**src/rtl/fp_addsub_sched.sv**
```systemverilog
// Shares one FpCustomAddSub pipeline between NumReq requesters with per-requester handshakes.
// Define FP_SCHED_FIXED_PRIO_EN for fixed lowest-index-wins priority; the default is round-robin.
module fp_addsub_sched #(
    parameter int unsigned NumReq      = 4,
    parameter int unsigned ManWidth    = 16,
    parameter int unsigned ExpWidth    = 6,
    parameter int unsigned UnitLatency = 5,
    parameter int unsigned TagDepth    = 8,
    localparam int unsigned W          = 1 + ExpWidth + ManWidth
) (
    input  logic                  Clk_i,
    input  logic                  Rst_i,
    input  logic [NumReq-1:0]     ReqValid_i,
    input  logic [NumReq*W-1:0]   ReqA_i,
    input  logic [NumReq*W-1:0]   ReqB_i,
    input  logic [NumReq-1:0]     ReqAddSub_i,
    output logic [NumReq-1:0]     ReqReady_o,
    output logic [W-1:0]          UnitA_o,
    output logic [W-1:0]          UnitB_o,
    output logic                  UnitAddSub_o,
    output logic                  UnitNd_o,
    input  logic [W-1:0]          UnitResult_i,
    input  logic                  UnitResultValid_i,
    output logic [W-1:0]          Result_o,
    output logic [NumReq-1:0]     ResultValid_o,
    output logic                  Busy_o,
    output logic                  TagErr_o
);

    localparam int unsigned IdxW = (NumReq > 1) ? $clog2(NumReq) : 1;
    localparam int unsigned TagW = (TagDepth > 1) ? $clog2(TagDepth) : 1;
    localparam int unsigned CntW = $clog2(TagDepth + 1);
    localparam int unsigned FlW  = (UnitLatency > 0) ? $clog2(UnitLatency + 1) : 1;

    typedef enum logic [0:0] {StFlush, StRun} state_e;

    state_e             state_q, state_d;
    logic [FlW-1:0]     flush_cnt_q, flush_cnt_d;

    logic [IdxW-1:0]    tag_mem [TagDepth];
    logic [TagW-1:0]    wr_ptr_q, rd_ptr_q;
    logic [CntW-1:0]    count_q, count_d;

    logic [W-1:0]       unit_a_q, unit_b_q;
    logic               unit_op_q, unit_nd_q;
    logic [W-1:0]       result_q;
    logic [NumReq-1:0]  result_valid_q;
    logic               tag_err_q;

    logic               run, fifo_full, fifo_empty;
    logic               pop_req, pop, push, can_grant;
    logic               grant_found;
    logic [IdxW-1:0]    grant_idx, cand;
    logic [IdxW-1:0]    pop_tag;
    logic [NumReq-1:0]  pop_onehot;

    // ------------------------------------------------------------------
    // Flush / run control
    // ------------------------------------------------------------------
    always_comb begin
        state_d     = state_q;
        flush_cnt_d = flush_cnt_q;
        if (state_q == StFlush) begin
            if (flush_cnt_q == FlW'(UnitLatency)) begin
                state_d = StRun;
            end else begin
                flush_cnt_d = flush_cnt_q + FlW'(1);
            end
        end
    end

    assign run        = (state_q == StRun);
    assign fifo_empty = (count_q == '0);
    assign fifo_full  = (count_q == CntW'(TagDepth));

    // Results reaching the unit output during FLUSH are stale and must not touch the FIFO.
    assign pop_req   = run && UnitResultValid_i;
    assign pop       = pop_req && !fifo_empty;
    assign can_grant = run && (!fifo_full || pop);

    // ------------------------------------------------------------------
    // Arbitration
    // ------------------------------------------------------------------
`ifdef FP_SCHED_FIXED_PRIO_EN
    always_comb begin
        grant_found = 1'b0;
        grant_idx   = '0;
        cand        = '0;
        for (int unsigned i = 0; i < NumReq; i++) begin
            cand = IdxW'(i);
            if (!grant_found && ReqValid_i[cand]) begin
                grant_found = 1'b1;
                grant_idx   = cand;
            end
        end
        if (!can_grant) begin
            grant_found = 1'b0;
        end
    end
`else
    logic [IdxW-1:0]    ptr_q;
    int unsigned        rr_idx;

    always_comb begin
        grant_found = 1'b0;
        grant_idx   = '0;
        cand        = '0;
        rr_idx      = 0;
        // Search starts just past the last winner so every requester gets a turn.
        for (int unsigned k = 1; k <= NumReq; k++) begin
            rr_idx = (32'(ptr_q) + k) % NumReq;
            cand   = IdxW'(rr_idx);
            if (!grant_found && ReqValid_i[cand]) begin
                grant_found = 1'b1;
                grant_idx   = cand;
            end
        end
        if (!can_grant) begin
            grant_found = 1'b0;
        end
    end

    always_ff @(posedge Clk_i) begin
        if (Rst_i) begin
            ptr_q <= IdxW'(NumReq - 1);
        end else if (push) begin
            ptr_q <= grant_idx;
        end
    end
`endif

    assign push = grant_found;

    always_comb begin
        ReqReady_o = '0;
        if (push) begin
            ReqReady_o[grant_idx] = 1'b1;
        end
    end

    // ------------------------------------------------------------------
    // Tag FIFO
    // ------------------------------------------------------------------
    always_comb begin
        count_d = count_q;
        if (push && !pop) begin
            count_d = count_q + CntW'(1);
        end else if (!push && pop) begin
            count_d = count_q - CntW'(1);
        end
    end

    assign pop_tag = tag_mem[rd_ptr_q];

    always_comb begin
        pop_onehot          = '0;
        pop_onehot[pop_tag] = 1'b1;
    end

    always_ff @(posedge Clk_i) begin
        if (push) begin
            tag_mem[wr_ptr_q] <= grant_idx;
        end
    end

    // ------------------------------------------------------------------
    // State, operand and result registers
    // ------------------------------------------------------------------
    always_ff @(posedge Clk_i) begin
        if (Rst_i) begin
            state_q        <= StFlush;
            flush_cnt_q    <= '0;
            wr_ptr_q       <= '0;
            rd_ptr_q       <= '0;
            count_q        <= '0;
            unit_a_q       <= '0;
            unit_b_q       <= '0;
            unit_op_q      <= 1'b0;
            unit_nd_q      <= 1'b0;
            result_q       <= '0;
            result_valid_q <= '0;
            tag_err_q      <= 1'b0;
        end else begin
            state_q     <= state_d;
            flush_cnt_q <= flush_cnt_d;
            count_q     <= count_d;
            unit_nd_q   <= push;
            if (push) begin
                unit_a_q  <= ReqA_i[32'(grant_idx)*W +: W];
                unit_b_q  <= ReqB_i[32'(grant_idx)*W +: W];
                unit_op_q <= ReqAddSub_i[grant_idx];
                wr_ptr_q  <= wr_ptr_q + TagW'(1);
            end
            if (pop) begin
                rd_ptr_q       <= rd_ptr_q + TagW'(1);
                result_q       <= UnitResult_i;
                result_valid_q <= pop_onehot;
            end else begin
                result_valid_q <= '0;
            end
            if (pop_req && fifo_empty) begin
                tag_err_q <= 1'b1;
            end
        end
    end

    assign UnitA_o       = unit_a_q;
    assign UnitB_o       = unit_b_q;
    assign UnitAddSub_o  = unit_op_q;
    assign UnitNd_o      = unit_nd_q;
    assign Result_o      = result_q;
    assign ResultValid_o = result_valid_q;
    assign TagErr_o      = tag_err_q;
    assign Busy_o        = (state_q == StFlush) || !fifo_empty || unit_nd_q;

endmodule

```
**config.mk**
```make
export PLATFORM = sky130hd
export DESIGN_NAME = fp_addsub_sched
export DESIGN_NICKNAME = d
export VERILOG_FILES = /design/src/rtl/fp_addsub_sched.sv
export SDC_FILE = /design/constraint.sdc
export NUM_CORES = 1
export LEC_CHECK = 0
export BUFFER_PORTS_ARGS = -buffer_cell sky130_fd_sc_hd__buf_2
export CORE_AREA = 2 2 117 119
export CTS_CLUSTER_DIAMETER = 80
export DETAILED_ROUTE_END_ITERATION = 10
export DIE_AREA = 0 0 119 121
export GPL_TIMING_DRIVEN = 0
export PLACE_DENSITY_LB_ADDON = 0.08
export SLEW_MARGIN = 5
export SYNTH_ARGS = -nofsm -noshare
export SYNTH_HDL_FRONTEND = slang
export SYNTH_SLANG_ARGS = --single-unit
```
**constraint.sdc**
```tcl
create_clock -name Clk_i -period 5.7 [get_ports Clk_i]
set_input_delay 0 -clock Clk_i [delete_from_list [all_inputs] [get_ports Clk_i]]
set_output_delay 0 -clock Clk_i [all_outputs]
set_load 0.005 [all_outputs]
```
==> reports/qor.csv <==
metric;value;unit
Static Leak;3.93;nW
final hold vios;0;
CTS root buffer;clkbuf_16;
cells on worst reg2reg path;12;
Net Count, Synth;839;
Buffers & Inverters on Critical Path;4;
layout cells sized above 1;34.5;%
Rows;42;
clock group share of total power;35.2;%
Synth cell types;45;
1st-pass router iterations;5;
Yosys warnings;0;
Synth Cell Area;5600;um2
final setup fails;0;
Synth Instances;613;
vias per cell;5.18;
max_cap viols;0;
Core Area;13100;um2
Final nets;1249;
Layout area overhead;54.0;%
P_sw;0.000515;W
Crit Path Max Fanout;10;
reg-to-reg slack, setup;2200;ps
FMAX;285;MHz
Max Clock Skew;11.8;ps
Setup crit start kind;flop;
Tightest Pin Transition;881;ps
PwrDens;211;nW/um2
asr flop ratio synth;0;%
worst vdd ir;0.127;mV
number of global-route vias before repair;6416;
WL per Instance;16.6;um
RSZ-0062 raised after global routing;no;
vias;6236;
CP Cell Sequence;inv_1 -> nor3_2 -> clkinv_1 -> clkbuf_1 -> ha_1 -> inv_1 -> ha_1 -> a21o_1 -> a21oi_1 -> xnor2_1 -> or3_1 -> a21oi_1;
CTS tree;done;
GRT met2 Usage;48.8;%
final antenna-violating net count;0;
reg2reg end;count_q[3];
crit path time final;3500;ps
max-slew violations;0;
Critical path destination;count_q[3];
EDFF count, synth;16;
Levels on crit path;12;
worst flop-to-flop path startpoint;run;
number of synthesized register bits;111;
drt total wl;20.0;mm
Horiz. Die Dim;119;um
Worst Setup SP;run;
Clock Tree Buf Depth;2;
HPWL Detailed;14.5;mm
Worst-Skew Late Latency;360;ps
Worst slew margin;41.3;%
Inserted Diodes;0;
total track usage;27.2;%
TritonCTS Buffers;9;
routing usage on met1;31.5;%
critical path endpoint category;flop;
initial core utilization;42.8;%
sw frac;28.3;%
Comb pwr share;19.4;%
kind of critical path;reg -> reg;
Worst Path Required;5980;ps
largest net degree at the start of global routing;22;
first-pass GRT wire length;31.0;mm
period utilization;61.5;%
full die area;14400;um2
class of the worst hold path;in -> reg;
gr busiest metal;met2;
Critical Path AT;3790;ps
Iteration-0 DRC Markers;295;
GP Congestion;0.913;
setup_tns;0;ps
GRT met3 Usage;3.71;%
port buffer count;297;
Max stage delay on crit path;530;ps
CTS Sinks;111;
sequential fraction of the synthesis area;42.6;%
ys flop type;dfxtp_1;
num ports;299;
syn avg cell area;9.13;um2
Seq pwr share;45.4;%
worst hold margin;5.70;ps
initial antenna violation count;0;
CP top delay family;buffers and inverters;
Crit-path slowest cell;nor3_2;
filler instances;1093;
Die Ht;121;um
clk slew on worst S/H paths;90;ps
status;completed;
Int Pwr;0.00130;W
Residual DRC;0;
grt total ovfl;0;
CTS H-tree lvls;3;
-- Yosys cell counts (4+ instances only) --
master | number | area share, %
a211oi_2 | 20 | 4.5
nand2_1 | 56 | 3.8
mux2i_1 | 56 | 10
o21bai_1 | 4 | 0.54
o31ai_1 | 41 | 5.5
edfxtp_1 | 16 | 8.6
ha_1 | 7 | 1.6
mux4_2 | 4 | 1.6
clkbuf_1 | 37 | 2.5
a221oi_1 | 4 | 0.63
xnor2_1 | 5 | 0.78
nor3_1 | 44 | 3.9
buf_2 | 9 | 0.80
dfxtp_1 | 95 | 34
a21oi_1 | 71 | 6.4
a211oi_1 | 22 | 3.0
nor2_1 | 24 | 1.6
nand2b_1 | 4 | 0.45
inv_1 | 45 | 3.0
-- worst min path at each step --
stage,from,end,slack [ps],cells after the start
3_3_place_gp,UnitResult_i[14],Result_o[14],240,3
3_5_place_dp,UnitResult_i[2],Result_o[2],250,3
4_1_cts,ReqB_i[54],UnitB_o[8],0.05,3
5_1_grt,ReqB_i[19],UnitB_o[19],4,3
6_report,ReqB_i[87],UnitB_o[18],6,3
2_1_floorplan,UnitResult_i[0],Result_o[0],140,2
-- layer usage --
layer,routed length (um),part of all wire (%),vias up
met1,8000,40,2875
met2,10100,51,286
met3,1110,5.5,53
met4,743,3.7,0
met5,0,0,-
li1,-,-,3022
-- state kept, by name, summed over array words and instances (netlist names), named ones only --
name,flops
ptr_q,2
UnitA_o,23
UnitB_o,23
TagErr_o,1
rd_ptr_q,3
count_q,4
ResultValid_o,4
wr_ptr_q,3
run,1
tag_mem,16
Result_o,23
UnitAddSub_o,1
UnitNd_o,1
flush_cnt_q,3
-- timing repair --
action,CTS,global route
hold endpoints to repair,67,0
gates resized for setup,0,0
buffers inserted,0,0
hold buffers,102,0
-- stage by stage --
stage	setup slack [ps]	util [%]	std cells	total power [W]	instance area, um2
6_report	2200	65.9	1204	0.00182	8620
3_3_place_gp	2300	55.8	1086	0.00113	7300
2_1_floorplan	2840	-	613	0.000993	5600
5_1_grt	1920	65.9	1204	0.00189	8620
4_1_cts	2190	65.9	1204	0.00182	8620
3_5_place_dp	2210	55.8	1086	0.00113	7300
-- power by group through the flow --
stage	sequential (W)	clock, W	combinational, W
3_3_place_gp	0.000844	0	0.000284
5_1_grt	0.000830	0.000682	0.000379
4_1_cts	0.000827	0.000648	0.000346
2_1_floorplan	0.000845	0	0.000149
3_5_place_dp	0.000845	0	0.000290
6_report	0.000827	0.000640	0.000352
-- placed cells by master, fill, tap and decap left out, drive strengths merged, types with 2 or more instances in the layout --
master / Yosys / layout
dfxtp: 95 / 95
a221oi: 4 / 4
nor4: 3 / 3
o221ai: 2 / 2
nor3: 45 / 45
o31ai: 41 / 41
a21oi: 71 / 71
ha: 7 / 7
and3: 3 / 3
inv: 46 / 52
clkinv: 2 / 3
a21o: 3 / 3
xnor2: 5 / 5
nand2b: 4 / 4
edfxtp: 16 / 16
nor2: 24 / 24
nor2b: 2 / 2
dlygate4sd3: 0 / 102
mux4: 4 / 4
nand2: 56 / 56
clkbuf: 37 / 46
or3: 2 / 2
nor3b: 2 / 2
a211oi: 42 / 42
mux2i: 56 / 56
nand3b: 3 / 3
o21bai: 4 / 4
buf: 13 / 310
xor2: 3 / 3
nor4b: 2 / 2
a211o: 2 / 2
o21ai: 3 / 3
and2: 3 / 3
-- cells by family after synthesis --
kind of cell	share of synthesized area, %
buf+inv	7.29
mux	11.6
compound gates	22.4
simple gates	12.9
flops	42.6
xor+xnor	1.25
fa+ha+maj	1.92
-- worst min-delay path, delay by kind of cell --
family | cells | cell delay [ps]
AO/OA/AOI/OAI | 1 | 90
buffers and inverters | 1 | 100
multiplexers | 1 | 130
-- cell type report --
type / count / area [um2] / share of cell area, %
clock inverter: 7 / 68.8 / 0.799
tap: 176 / 220 / 2.56
timing repair buffer: 399 / 2510 / 29.1
buffer: 50 / 225 / 2.61
sequential: 111 / 2380 / 27.6
inverter: 48 / 183 / 2.12
multi-input combinational: 404 / 2810 / 32.6
clock buffer: 9 / 225 / 2.61
Note: power is estimated with default switching activity, not from simulation.
